<file path="src/rtl/uart_alu_pkg.sv">
// Shared definitions for the UART/ALU operand controller: FSM encoding,
// ALU opcode constants and the operand byte-count helper.
package uart_alu_pkg;

  typedef enum logic [2:0] {
    RX_A,
    RX_B,
    RX_OP,
    EXEC,
    TX,
    TX_WAIT
  } state_t;

  localparam logic [5:0] OP_ADD = 6'h20;
  localparam logic [5:0] OP_SUB = 6'h22;
  localparam logic [5:0] OP_AND = 6'h24;
  localparam logic [5:0] OP_OR  = 6'h25;
  localparam logic [5:0] OP_XOR = 6'h26;
  localparam logic [5:0] OP_SRA = 6'h03;
  localparam logic [5:0] OP_SRL = 6'h02;
  localparam logic [5:0] OP_NOR = 6'h27;

  function automatic int nbytes(input int data_size, input int byte_size);
    return (data_size + byte_size - 1) / byte_size;
  endfunction

endpackage

</file>
<file path="src/rtl/uart_alu_ctrl_serializer.sv">
// Result serializer: latches the ALU result during EXEC and walks its bytes
// out through the transmitter, least significant byte first.
module uart_result_serializer
  import uart_alu_pkg::*;
#(
  parameter int DATA_SIZE = 16,
  parameter int BYTE_SIZE = 8
) (
  input  logic                 clk,
  input  logic                 rst_n,
  input  state_t               state,
  input  logic [DATA_SIZE-1:0] alu_result,
  input  logic                 tx_done,
  output logic [BYTE_SIZE-1:0] tx_data,
  output logic                 tx_start,
  output logic                 done,
  output logic                 last_byte
);

  localparam int NBYTES = nbytes(DATA_SIZE, BYTE_SIZE);
  localparam int RES_W  = NBYTES * BYTE_SIZE;
  localparam int IDX_W  = (NBYTES > 1) ? $clog2(NBYTES) : 1;

  logic [RES_W-1:0] res_q;
  logic [IDX_W-1:0] idx;

  assign last_byte = (idx == IDX_W'(NBYTES - 1));
  assign tx_start  = (state == TX);

  always_comb begin
    tx_data = '0;
    for (int k = 0; k < NBYTES; k++) begin
      if (int'(idx) == k) tx_data = res_q[k*BYTE_SIZE +: BYTE_SIZE];
    end
  end

  // done is registered so it lands the cycle after the final tx_done,
  // when the controller is already back in RX_A.
  always_ff @(posedge clk or negedge rst_n) begin
    if (!rst_n) begin
      res_q <= '0;
      idx   <= '0;
      done  <= 1'b0;
    end else begin
      done <= 1'b0;
      if (state == EXEC) begin
        res_q <= RES_W'(alu_result);
        idx   <= '0;
      end else if (state == TX_WAIT && tx_done) begin
        if (last_byte) done <= 1'b1;
        else           idx  <= idx + 1'b1;
      end
    end
  end

endmodule

</file>
<file path="src/rtl/uart_alu_ctrl.sv">
// Frame assembler for the UART/ALU link: collects little-endian operands A/B
// and an opcode, runs the ALU for one cycle and sends the result back.
module uart_alu_ctrl
  import uart_alu_pkg::*;
#(
  parameter int DATA_SIZE      = 16,
  parameter int BYTE_SIZE      = 8,
  parameter int OPCODE_SIZE    = 6,
  parameter int TIMEOUT_CYCLES = 40000,
  parameter int TIMEOUT_LEN    = 16
) (
  input  logic                   i_clock,
  input  logic                   i_reset,
  input  logic [BYTE_SIZE-1:0]   i_rx_data,
  input  logic                   i_rx_done,
  input  logic                   i_rx_err,
  output logic [DATA_SIZE-1:0]   o_a,
  output logic [DATA_SIZE-1:0]   o_b,
  output logic [OPCODE_SIZE-1:0] o_op,
  input  logic [DATA_SIZE-1:0]   i_alu_result,
  output logic [BYTE_SIZE-1:0]   o_tx_data,
  output logic                   o_tx_start,
  input  logic                   i_tx_done,
  output logic                   o_busy,
  output logic                   o_done,
  output logic                   o_timeout,
  output logic                   o_frame_err,
  output logic                   o_overrun
);

  localparam int NBYTES = nbytes(DATA_SIZE, BYTE_SIZE);
  localparam int IDX_W  = (NBYTES > 1) ? $clog2(NBYTES) : 1;

  state_t                 state, state_n;
  logic [IDX_W-1:0]       rx_idx, rx_idx_n;
  logic [TIMEOUT_LEN-1:0] tmo_cnt, tmo_n;
  logic                   capture;
  logic                   timeout_n, frame_err_n, overrun_n;
  logic                   last_rx, last_byte;
  logic                   tmo_active, tmo_expire;

  function automatic logic [DATA_SIZE-1:0] put_byte(
    input logic [DATA_SIZE-1:0] cur,
    input logic [IDX_W-1:0]     idx,
    input logic [BYTE_SIZE-1:0] data
  );
    logic [DATA_SIZE-1:0] r;
    r = cur;
    for (int i = 0; i < DATA_SIZE; i++) begin
      if (i / BYTE_SIZE == int'(idx)) r[i] = data[i % BYTE_SIZE];
    end
    return r;
  endfunction

  assign last_rx    = (rx_idx == IDX_W'(NBYTES - 1));
  assign tmo_active = (state == RX_A && rx_idx != '0) || state == RX_B || state == RX_OP;
  assign tmo_expire = tmo_active && (tmo_cnt == TIMEOUT_LEN'(TIMEOUT_CYCLES - 1));
  assign o_busy     = !(state == RX_A && rx_idx == '0);

  // Priority in the receive states: framing error, then byte, then timeout.
  always_comb begin
    state_n     = state;
    rx_idx_n    = rx_idx;
    tmo_n       = '0;
    capture     = 1'b0;
    timeout_n   = 1'b0;
    frame_err_n = 1'b0;
    overrun_n   = 1'b0;
    case (state)
      RX_A, RX_B, RX_OP: begin
        if (i_rx_err) begin
          frame_err_n = 1'b1;
          state_n     = RX_A;
          rx_idx_n    = '0;
        end else if (i_rx_done) begin
          capture = 1'b1;
          if (state == RX_OP) begin
            state_n = EXEC;
          end else if (last_rx) begin
            state_n  = (state == RX_A) ? RX_B : RX_OP;
            rx_idx_n = '0;
          end else begin
            rx_idx_n = rx_idx + 1'b1;
          end
        end else if (tmo_expire) begin
          timeout_n = 1'b1;
          state_n   = RX_A;
          rx_idx_n  = '0;
        end else if (tmo_active) begin
          tmo_n = tmo_cnt + 1'b1;
        end
      end
      EXEC: begin
        overrun_n = i_rx_done;
        state_n   = TX;
      end
      TX: begin
        overrun_n = i_rx_done;
        state_n   = TX_WAIT;
      end
      TX_WAIT: begin
        overrun_n = i_rx_done;
        if (i_tx_done) state_n = last_byte ? RX_A : TX;
      end
      default: state_n = RX_A;
    endcase
  end

  always_ff @(posedge i_clock or negedge i_reset) begin
    if (!i_reset) begin
      state       <= RX_A;
      rx_idx      <= '0;
      tmo_cnt     <= '0;
      o_timeout   <= 1'b0;
      o_frame_err <= 1'b0;
      o_overrun   <= 1'b0;
    end else begin
      state       <= state_n;
      rx_idx      <= rx_idx_n;
      tmo_cnt     <= tmo_n;
      o_timeout   <= timeout_n;
      o_frame_err <= frame_err_n;
      o_overrun   <= overrun_n;
    end
  end

  always_ff @(posedge i_clock or negedge i_reset) begin
    if (!i_reset) begin
      o_a  <= '0;
      o_b  <= '0;
      o_op <= '0;
    end else if (capture) begin
      case (state)
        RX_A:    o_a  <= put_byte(o_a, rx_idx, i_rx_data);
        RX_B:    o_b  <= put_byte(o_b, rx_idx, i_rx_data);
        default: o_op <= i_rx_data[OPCODE_SIZE-1:0];
      endcase
    end
  end

  uart_result_serializer #(
    .DATA_SIZE(DATA_SIZE),
    .BYTE_SIZE(BYTE_SIZE)
  ) u_serializer (
    .clk       (i_clock),
    .rst_n     (i_reset),
    .state     (state),
    .alu_result(i_alu_result),
    .tx_done   (i_tx_done),
    .tx_data   (o_tx_data),
    .tx_start  (o_tx_start),
    .done      (o_done),
    .last_byte (last_byte)
  );

endmodule

</file>
<file path="config.mk">
export PLATFORM = sky130hd
export DESIGN_NAME = uart_alu_ctrl
export DESIGN_NICKNAME = d
export VERILOG_FILES = /design/src/rtl/uart_alu_pkg.sv /design/src/rtl/uart_alu_ctrl_serializer.sv /design/src/rtl/uart_alu_ctrl.sv
export SDC_FILE = /design/constraint.sdc
export NUM_CORES = 1
export LEC_CHECK = 0
export CAP_MARGIN = 15
export CORE_UTILIZATION = 35
export CTS_CLUSTER_SIZE = 40
export DETAILED_ROUTE_END_ITERATION = 7
export PLACE_DENSITY = 0.7
export SYNTH_ARGS = -nofsm -noshare
export SYNTH_HDL_FRONTEND = slang
export SYNTH_SLANG_ARGS = --single-unit
</file>
<file path="constraint.sdc">
create_clock -name i_clock -period 4.2 [get_ports i_clock]
set_clock_uncertainty 0.1 [all_clocks]
set_input_delay 0.84 -clock i_clock [delete_from_list [all_inputs] [get_ports i_clock]]
set_output_delay 0.84 -clock i_clock [all_outputs]
set_load 0.01 [all_outputs]
</file>
# Yosys cells after proc, flatten, opt, wreduce, memory -nomap -nowiden
# Index checks and enable logic that the tools add are counted.
dict set report totals {
  output_inout_bits 52
  input_bits 29
  regBits 79
  wordCells 85
}
dict set report op_classes {
  muxes 36
  addsub 3
  reduce_logical 20
  n_eq_ne 10
  bitwise 2
}
# cell count
set op_table {}
lappend op_table {{2-to-1 mux 16 bit} 5}
lappend op_table {{2-to-1 mux 1 bit} 21}
lappend op_table {{2-to-1 mux 3 bit} 7}
lappend op_table {{AND reduction 3 bit} 6}
lappend op_table {{adder 16 x 1 -> 16 bit (second input constant)} 1}
lappend op_table {{equality test 16 bit (second input constant)} 1}
lappend op_table {{one-hot mux 3 bit (4 select lines)} 1}
lappend op_table {{2-to-1 mux 8 bit} 1}
lappend op_table {{equality test 3 x 2 -> 1 bit (second input constant)} 2}
lappend op_table {{equality test 3 bit (second input constant)} 2}
lappend op_table {{OR reduction 3 bit} 2}
lappend op_table {{!= test 5 bit (second input constant)} 1}
lappend op_table {{logical AND 1 bit} 4}
lappend op_table {{!= test 4 bit (second input constant)} 1}
lappend op_table {{equality test 3 x 1 -> 1 bit (second input constant)} 1}
lappend op_table {{logical NOT 3 bit} 1}
lappend op_table {{!= test 3 bit (second input constant)} 1}
lappend op_table {{nonzero test 3 bit} 1}
lappend op_table {{adder 1 bit (second input constant)} 2}
lappend op_table {{logical OR 1 bit} 2}
lappend op_table {{2-to-1 mux 2 bit} 1}
lappend op_table {{!= test 2 bit (second input constant)} 1}
lappend op_table {{inverter 1 bit} 2}
lappend op_table {{AND reduction 2 bit} 1}
lappend op_table {{other kinds (3)} 3}

# Longest topological paths before layout
dict set report depth {
  depth_word 9
  ltp_mapped 6
  ltp_nobuf 5
}

# Cells and area by module
# Synthesis repeated with hierarchy kept, for this count alone.
dict set report hier_totals {
  cells_unflattened 260
  hier_area_um2 3459.6
}
# mod area_each_um2 instances cells_each
set modules_own_cells {}
lappend modules_own_cells {uart_alu_ctrl 2618.8 1 209}
lappend modules_own_cells {uart_result_serializer 840.8 1 51}

# Least setup slack after synthesis
# No wires, ideal clock.
dict set report synth_timing {
  path_type {input-to-reg}
  from {input i_rx_err}
  to {register o_b[10]}
  setup_ns 0.125
  t_arrival_ns 1.800
  required_time_ns 3.975
  path_buffers 1
  path_stages 4
  path_slack_ns 2.175
  cell_sequence {nor4b_4 and3_1 buf_2 mux2_2}
}
dict set report synth_via {
  elab_chain_cells 3
}
# element line
set synth_rtl {}
lappend synth_rtl {{start, declared} uart_alu_ctrl.sv:16} ;# input logic i_rx_err,
lappend synth_rtl {{2-to-1 mux 1 bit} uart_alu_ctrl.sv:71} ;# if (i_rx_err) begin
lappend synth_rtl {{2-to-1 mux 1 bit} uart_alu_ctrl.sv:69} ;# case (state)
lappend synth_rtl {{AND reduction 3 bit (no line)} -}
lappend synth_rtl {{end signal, assigned} uart_alu_ctrl.sv:135} ;# RX_B: o_b <= put_byte(o_b, rx_idx, i_rx_data);
lappend synth_rtl {{end, declared} uart_alu_ctrl.sv:18} ;# output logic [DATA_SIZE-1:0] o_b,
# Every way passes these cells.
# A chain may end at the register's enable or synchronous reset.

# Final worst setup path
dict set report layout_timing {
  from {register u_serializer.idx, in the netlist u_serializer.last_byte}
  to {output o_tx_data[0]}
}
dict set report layout_via {
  elab_chain_cells 1
}
# element line
set layout_rtl {}
lappend layout_rtl {{start, declared} uart_alu_ctrl_serializer.sv:25} ;# logic [IDX_W-1:0] idx;
lappend layout_rtl {{start signal, assigned} uart_alu_ctrl_serializer.sv:51} ;# else idx <= idx + 1'b1;
lappend layout_rtl {{2-to-1 mux 8 bit} uart_alu_ctrl_serializer.sv:33} ;# if (int'(idx) == k) tx_data = res_q[k*BYTE_SIZE +: BYTE_SIZE];
lappend layout_rtl {{end, declared} uart_alu_ctrl.sv:21} ;# output logic [BYTE_SIZE-1:0] o_tx_data,
# Every way passes these cells.

==> impl_metrics.yaml <==
die:
  pin_count: 81
  start_util_pct: 36.5
  core_region_area_sq_um: 9280
  die_h_um: 100
  die_area_sq_um: 10100
  die_w_um: 100
  rows: 35
global_routing:
  grt_max_degree: 80
  grt_use_total_pct: 15.5
  grt_pass1_vias: 2308
  grt_overflow_total: 0
  grt_pass1_wl_mm: 11.8
  antenna_found_initial: 0
worst_setup_path:
  worstSetupStartpointType: "register"
  cp_max_fo: 11
  crit_arrival_ps: 1840
  worstSetupEndpointType: "output pin"
  worstReg2RegStart: "state[1]"
  startpoint: "u_serializer.last_byte"
  critPathRequiredTime_ps: 3260
  crit_type: "register to output pin"
cts:
  cts_hold_buf: 0
  clk_latency_ps: 350
  clk_pin_slew_ps: 80
  numCtsBuffers: 9
  cts.sinks: 79
  cts.repair.resized: 0
  cts.root.buffer_cell: "clkbuf_8"
  cts_tree: "built"
  htreeDepth: 3
  cts_setup_buffers: 0
  clockBufferDepth: 2
power:
  seq_power_share_pct: 42.0
  switchingPower_mw: 0.882
  vdd_drop_max_uv: 304
  cell_internal_pwr_mw: 2.05
  total_power_mw: 2.93
  p_per_area_nw_per_um2: 651
  leakage_nw: 1.85
  pwr-share-comb_pct: 38.9
  clkPwrFrac_pct: 19.1
  power_switching_share_pct: 30.1
hold_path:
  hold_path_class: "register to register"
  hp-start: "tmo_cnt[0]"
final_layout:
  nets: 373
  final_cell_mix: "79 x clkdlybuf4s50_1, 79 x dfrtp_1, 62 x mux2_2"
  drive_gt1_share_pct: 24.4
  diodes: 0
  syn_to_final_growth_pct: 32.9
drt:
  antenna_left: 0
  drc: 0
  wl_per_cell_um: 14.8
  drt-pass1-iter-count: 4
  vias: 2296
  wl_mm: 7.07
  drtIter0Drc: 73
  via_per_inst: 4.81
placed_design:
  gp_congestion: 0.818
  place_hpwl_mm: 4.79
  io_buffer_count: 80
timing:
  holdWs_ps: 400
  period_minus_slack_ps: 2780
  drv_slew: 0
  timing.setup.tns_ps: 0
  tightestPinTransition_ps: 982
  rsz0062_at_grt: "false"
  post-route-period-util_pct: 66.3
  setup_violations: 0
  relSlewSlack_pct: 34.5
  hold_violations: 0
  max_freq_mhz: 359
run_status:
  status: "finished, final reports clean"
job:
  maxCapViolCount: 0
logic_synthesis:
  yosys_warnings: 0
  synthesis.nets: 290
  synth_area_sq_um: 3380
  synthCells: 260
  synth-seq-cells: 79
  synth_cell_type_count: 36
  ys_seq_area_share_pct: 58.4
  syn_area_per_cell_sq_um: 13.0
through the flow:
| stage | util (%) | cells | setup WS (ps) | area (sq um) |
|---|---|---|---|---|
| global route | 48.5 | 477 | 1330 | 4500 |
| CTS | 48.5 | 477 | 1370 | 4500 |
| floorplan | - | 260 | 2180 | 3380 |
| finish | 48.5 | 477 | 1420 | 4500 |
| detailed placement | 46.3 | 461 | 1280 | 4300 |
| global placement | 46.3 | 461 | 1350 | 4300 |
synthesized netlist by cell type, drive strengths merged:
master / instances / share of area, %
a211oi: 1 / 0.22
a21bo: 1 / 0.30
a21boi: 1 / 0.22
a21o: 1 / 0.44
a21oi: 1 / 0.15
a22oi: 1 / 0.22
a31o: 1 / 0.26
a31oi: 1 / 0.18
a41o: 1 / 0.30
and3: 3 / 0.55
buf: 5 / 0.92
clkbuf: 3 / 0.33
dfrtp: 79 / 58
ha: 1 / 0.37
inv: 7 / 0.78
mux2: 62 / 21
nand2: 13 / 1.5
nand2b: 1 / 0.18
nand3: 7 / 1.0
nand3b: 1 / 0.22
nand4: 3 / 0.55
nor2: 27 / 3.0
nor2b: 4 / 0.74
nor3: 4 / 0.59
nor3b: 2 / 0.44
nor4: 6 / 1.6
nor4b: 1 / 0.70
o211ai: 1 / 0.22
o21ai: 5 / 0.74
or3: 1 / 0.18
or4b: 1 / 0.41
xnor2: 13 / 3.4
xor2: 1 / 0.26
flip-flops by register name, indices dropped and copies added (netlist names), 3 cells and up:
signal and flops:
state 3, u_serializer.res_q 16, o_a 16, tmo_cnt 16, o_op 6, o_b 16
cells by family after synthesis:
family	Yosys count	synth area share (%)
AO/OA/AOI/OAI	15	3.25
XOR/XNOR	14	3.62
AND/OR/NAND/NOR	74	11.7
multiplexers	62	20.6
flip-flops	79	58.4
buffers and inverters	15	2.03
adder cells (fa/ha/maj)	1	0.370
cell type report:
type	count	area (sq um)
clock inverter	6	68.8
fill	866	4790
inverter	7	26.3
sequential	79	1980
clock buffer	10	128
tap	129	161
timing repair buffer	80	798
multi-input combinational	166	1340
routing by layer:
metal,global-route usage [%],vias to the layer above,part of all wire [%]
met5,0,-,0
met2,24.0,82,48
li1,-,1079,-
met3,6.20,4,7.4
met1,20.2,1131,44
met4,4.35,0,0.62
worst paths after layout:
kind                                           to  slack [ps]  depth (start not counted)
min                                    tmo_cnt[0]         400                          1
min in group asynchronous               o_overrun         540                          1
min reg2reg                            tmo_cnt[0]         400                          1
max in group asynchronous                  o_a[5]        2830                          1
max reg2reg                u_serializer.res_q[10]        2190                          2
max                                  o_tx_data[0]        1420                          2
worst max-delay path, cell delays in order (launching register included):
cell and delay [ps]:
dfrtp_1 620, mux2_2 390, clkdlybuf4s50_1 480
power groups by stage:
| stage | registers, mW | clock network [mW] | logic, mW |
|---|---|---|---|
| floorplan | 1.26 | 0 | 0.499 |
| finish | 1.23 | 0.559 | 1.14 |
| CTS | 1.23 | 0.583 | 1.16 |
| global placement | 1.24 | 0 | 1.14 |
| global route | 1.27 | 0.615 | 1.23 |
| detailed placement | 1.25 | 0 | 1.15 |
No activity file was read; power rests on OpenSTA's default activity.
==> RTL edit (config.mk and constraints unchanged) <==
Add an input register stage for `i_alu_result`, with the module's reset; this delays it by one clock. The other inputs are not delayed to match.
--- a/src/rtl/uart_alu_ctrl.sv
+++ b/src/rtl/uart_alu_ctrl.sv
@@ -30,6 +30,16 @@
 
   localparam int NBYTES = nbytes(DATA_SIZE, BYTE_SIZE);
   localparam int IDX_W  = (NBYTES > 1) ? $clog2(NBYTES) : 1;
+
+  logic [DATA_SIZE-1:0] i_alu_result_q;
+
+  always_ff @(posedge i_clock or negedge i_reset) begin
+    if (!i_reset) begin
+      i_alu_result_q <= '0;
+    end else begin
+      i_alu_result_q <= i_alu_result;
+    end
+  end
 
   state_t                 state, state_n;
   logic [IDX_W-1:0]       rx_idx, rx_idx_n;
@@ -145,7 +155,7 @@
     .clk       (i_clock),
     .rst_n     (i_reset),
     .state     (state),
-    .alu_result(i_alu_result),
+    .alu_result(i_alu_result_q),
     .tx_done   (i_tx_done),
     .tx_data   (o_tx_data),
     .tx_start  (o_tx_start),
Behaviour: not the same (a bounded check fails within 10 cycles, from zero or initial values and one cycle with i_reset low).
==> RTL edit against the unedited design <==
Setup slack got worse by 0.045 ns; fmax is 1.6% lower; power shrank 5.9%; critical path depth unchanged; combinational power decreased by 24%; core utilization is 1.3 points lower; area after synthesis is 12% higher; sequential cell count is 16 higher; design area rose by 9.2%; routed wire length is 4.2% higher; critical endpoint is now o_tx_data[1]; largest cell class unchanged; largest power group unchanged; highest routed layer unchanged.
==> RTL edit: results (changes against the unedited design) <==
- Status: finished clean (unchanged)
- FFs w/ async S/R, synth: 1.00 (unchanged)
- Number of global-route vias before repair: 2299 (was 2308)
- Worst vdd ir: 0.241 mV (was 0.304 mV)
- Synth area leaders: dfrtp_1 63%, mux2_2 15%, mux2_1 3.6% (was dfrtp_1 58%, mux2_2 21%, xnor2_1 3.4%)
- Initial DRC Count: 118 (was 73)
- H-tree levels: 3 (unchanged)
- R2R Setup Slk: 2.09 ns (was 2.19 ns)
- Min-delay src: i_alu_result_q[11] (was tmo_cnt[0])
- Syn Nets: 301 (was 290)
- Pre-CTS WS: 1.24 ns (was 1.28 ns)
- Worst Hold Path EP: u_serializer.res_q[11] (was tmo_cnt[0])
- End of the worst register-to-register path: tmo_cnt[6] (was u_serializer.res_q[10])
- CP Max Fanout: 11 (unchanged)
- Synth Warn #: 0 (unchanged)
- Critical path origin: u_serializer.last_byte (unchanged)
- Measured slew at the worst slew-check pin: 0.984 ns (was 0.982 ns)
- Filler instances: 932 (was 866)
- Unique masters post-synth: 38 (was 36)
- Setup Fix Bufs, Post-CTS: 0 (unchanged)
- Reg2reg start: tmo_cnt[8] (was state[1])
- Avg WL per Cell: 14.8 um (about the same)
- PortBufs: 80 (unchanged)
- Skew-Pair Late Insertion Delay: 0.35 ns (about the same)
- Initial antenna violation count: 0 (unchanged)
- CTS resizes: 0 (unchanged)
- Root Driver: clkbuf_8 (unchanged)
- Longest Clk Path Bufs: 2 (unchanged)
- Gpl congestion: 0.740 (was 0.818)
- First-pass GRT wire length: 11900 um (was 11800 um)
- Worst Hold Class: flip-flop to flip-flop (unchanged)
- Commonest cells post-synth: 95 x dfrtp_1, 50 x mux2_2, 12 x mux2_1, 12 x nor2_1, 10 x nor2_2 (was 79 x dfrtp_1, 62 x mux2_2, 27 x nor2_1, 13 x xnor2_1, 12 x nand2_1)
- Total Routing Usage GR: 0.139 (was 0.155)
- Slowest Stage Delay on Critical Path: 0.66 ns (was 0.62 ns)
- Fraction of final layout cells sized beyond drive strength 1: 0.225 (was 0.244)
- CTS Buf Count: 9 (unchanged)
- Setup crit end: o_tx_data[1] (was o_tx_data[0])
- Critical path's top delay family: flip-flops (unchanged)
- Final net count: 385 (was 373)
- LEAKAGE: 2.12 nW (was 1.85 nW)
- DR pass1 iterations: 4 (unchanged)
- Seq/Total Area, Yosys: 0.629 (was 0.584)
- Data arrival time of the worst path: 1.89 ns (was 1.84 ns)
- Largest net degree at the start of global routing: 80 (unchanged)
- Vias: 2386 (was 2296)
- Hpwl dp: 5070 um (was 4790 um)
- Hold path cells: 1 (unchanged)
- Post-route worst setup slack: 1.37 ns (was 1.42 ns)
- Critical Path Slowest Stage Cell: dfrtp_1 (unchanged)
- R2R depth: 4 (was 2)
- Clock-pin slew on the worst setup and hold paths: 0.09 ns
- # diodes: 0 (unchanged)
[RTL edit: cell families (layout without fill, tap and decap cells)]
logic type,after synthesis,in the layout,synth area share
AOI/OAI and AO/OA,17,17,0.0301
xor gates and xnor gates,13,13,0.0301
adders and majority gates,1,1,0.00331
buffers and inverters,14,103,0.0189
DFF,95,95,0.629
muxes,62,62,0.185
and+or+nand+nor,69,69,0.103
[RTL edit: layer usage]
layer,vias to the layer above,global-route usage,wire [um]
met5,-,0,0
met4,0,0.0536,134
met3,8,0.0353,303
met2,54,0.216,3520
met1,1205,0.188,3410
li1,1119,-,-
[RTL edit: final cells by class]
| type | count | share of cell area |
|---|---|---|
| clock buffer | 12 | 0.0316 |
| clock inverter | 4 | 0.0109 |
| inverter | 6 | 0.00458 |
| multi-input combinational | 162 | 0.270 |
| sequential | 95 | 0.484 |
| tap | 136 | 0.0346 |
| timing repair buffer | 81 | 0.164 |
[RTL edit: report_power, final]
group	leakage (nW)	total [mW]	switching (mW)	internal [mW]
Sequential	1.23	1.28	0.137	1.14
Clock	0.0988	0.612	0.303	0.309
Combinational	0.790	0.871	0.328	0.544
Total	2.12	2.76	0.767	1.99
[RTL edit: worst register-to-register path, cell delays in order (launching register included)]
cell and delay [ns]:
dfrtp_1 0.43, or4_4 0.56, or4_4 0.57, nand3_4 0.25, nor2_1 0.09
[RTL edit: metrics by stage]
stage / area, um^2 / cells / util / hold WS (ns)
global placement: 4700 / 480 / 0.452 / 0.337
global route: 4910 / 496 / 0.472 / 0.361
detailed placement: 4700 / 480 / 0.452 / 0.344
CTS: 4910 / 496 / 0.472 / 0.358
floorplan: 3780 / 271 / - / 0.333
finish: 4910 / 496 / 0.472 / 0.355
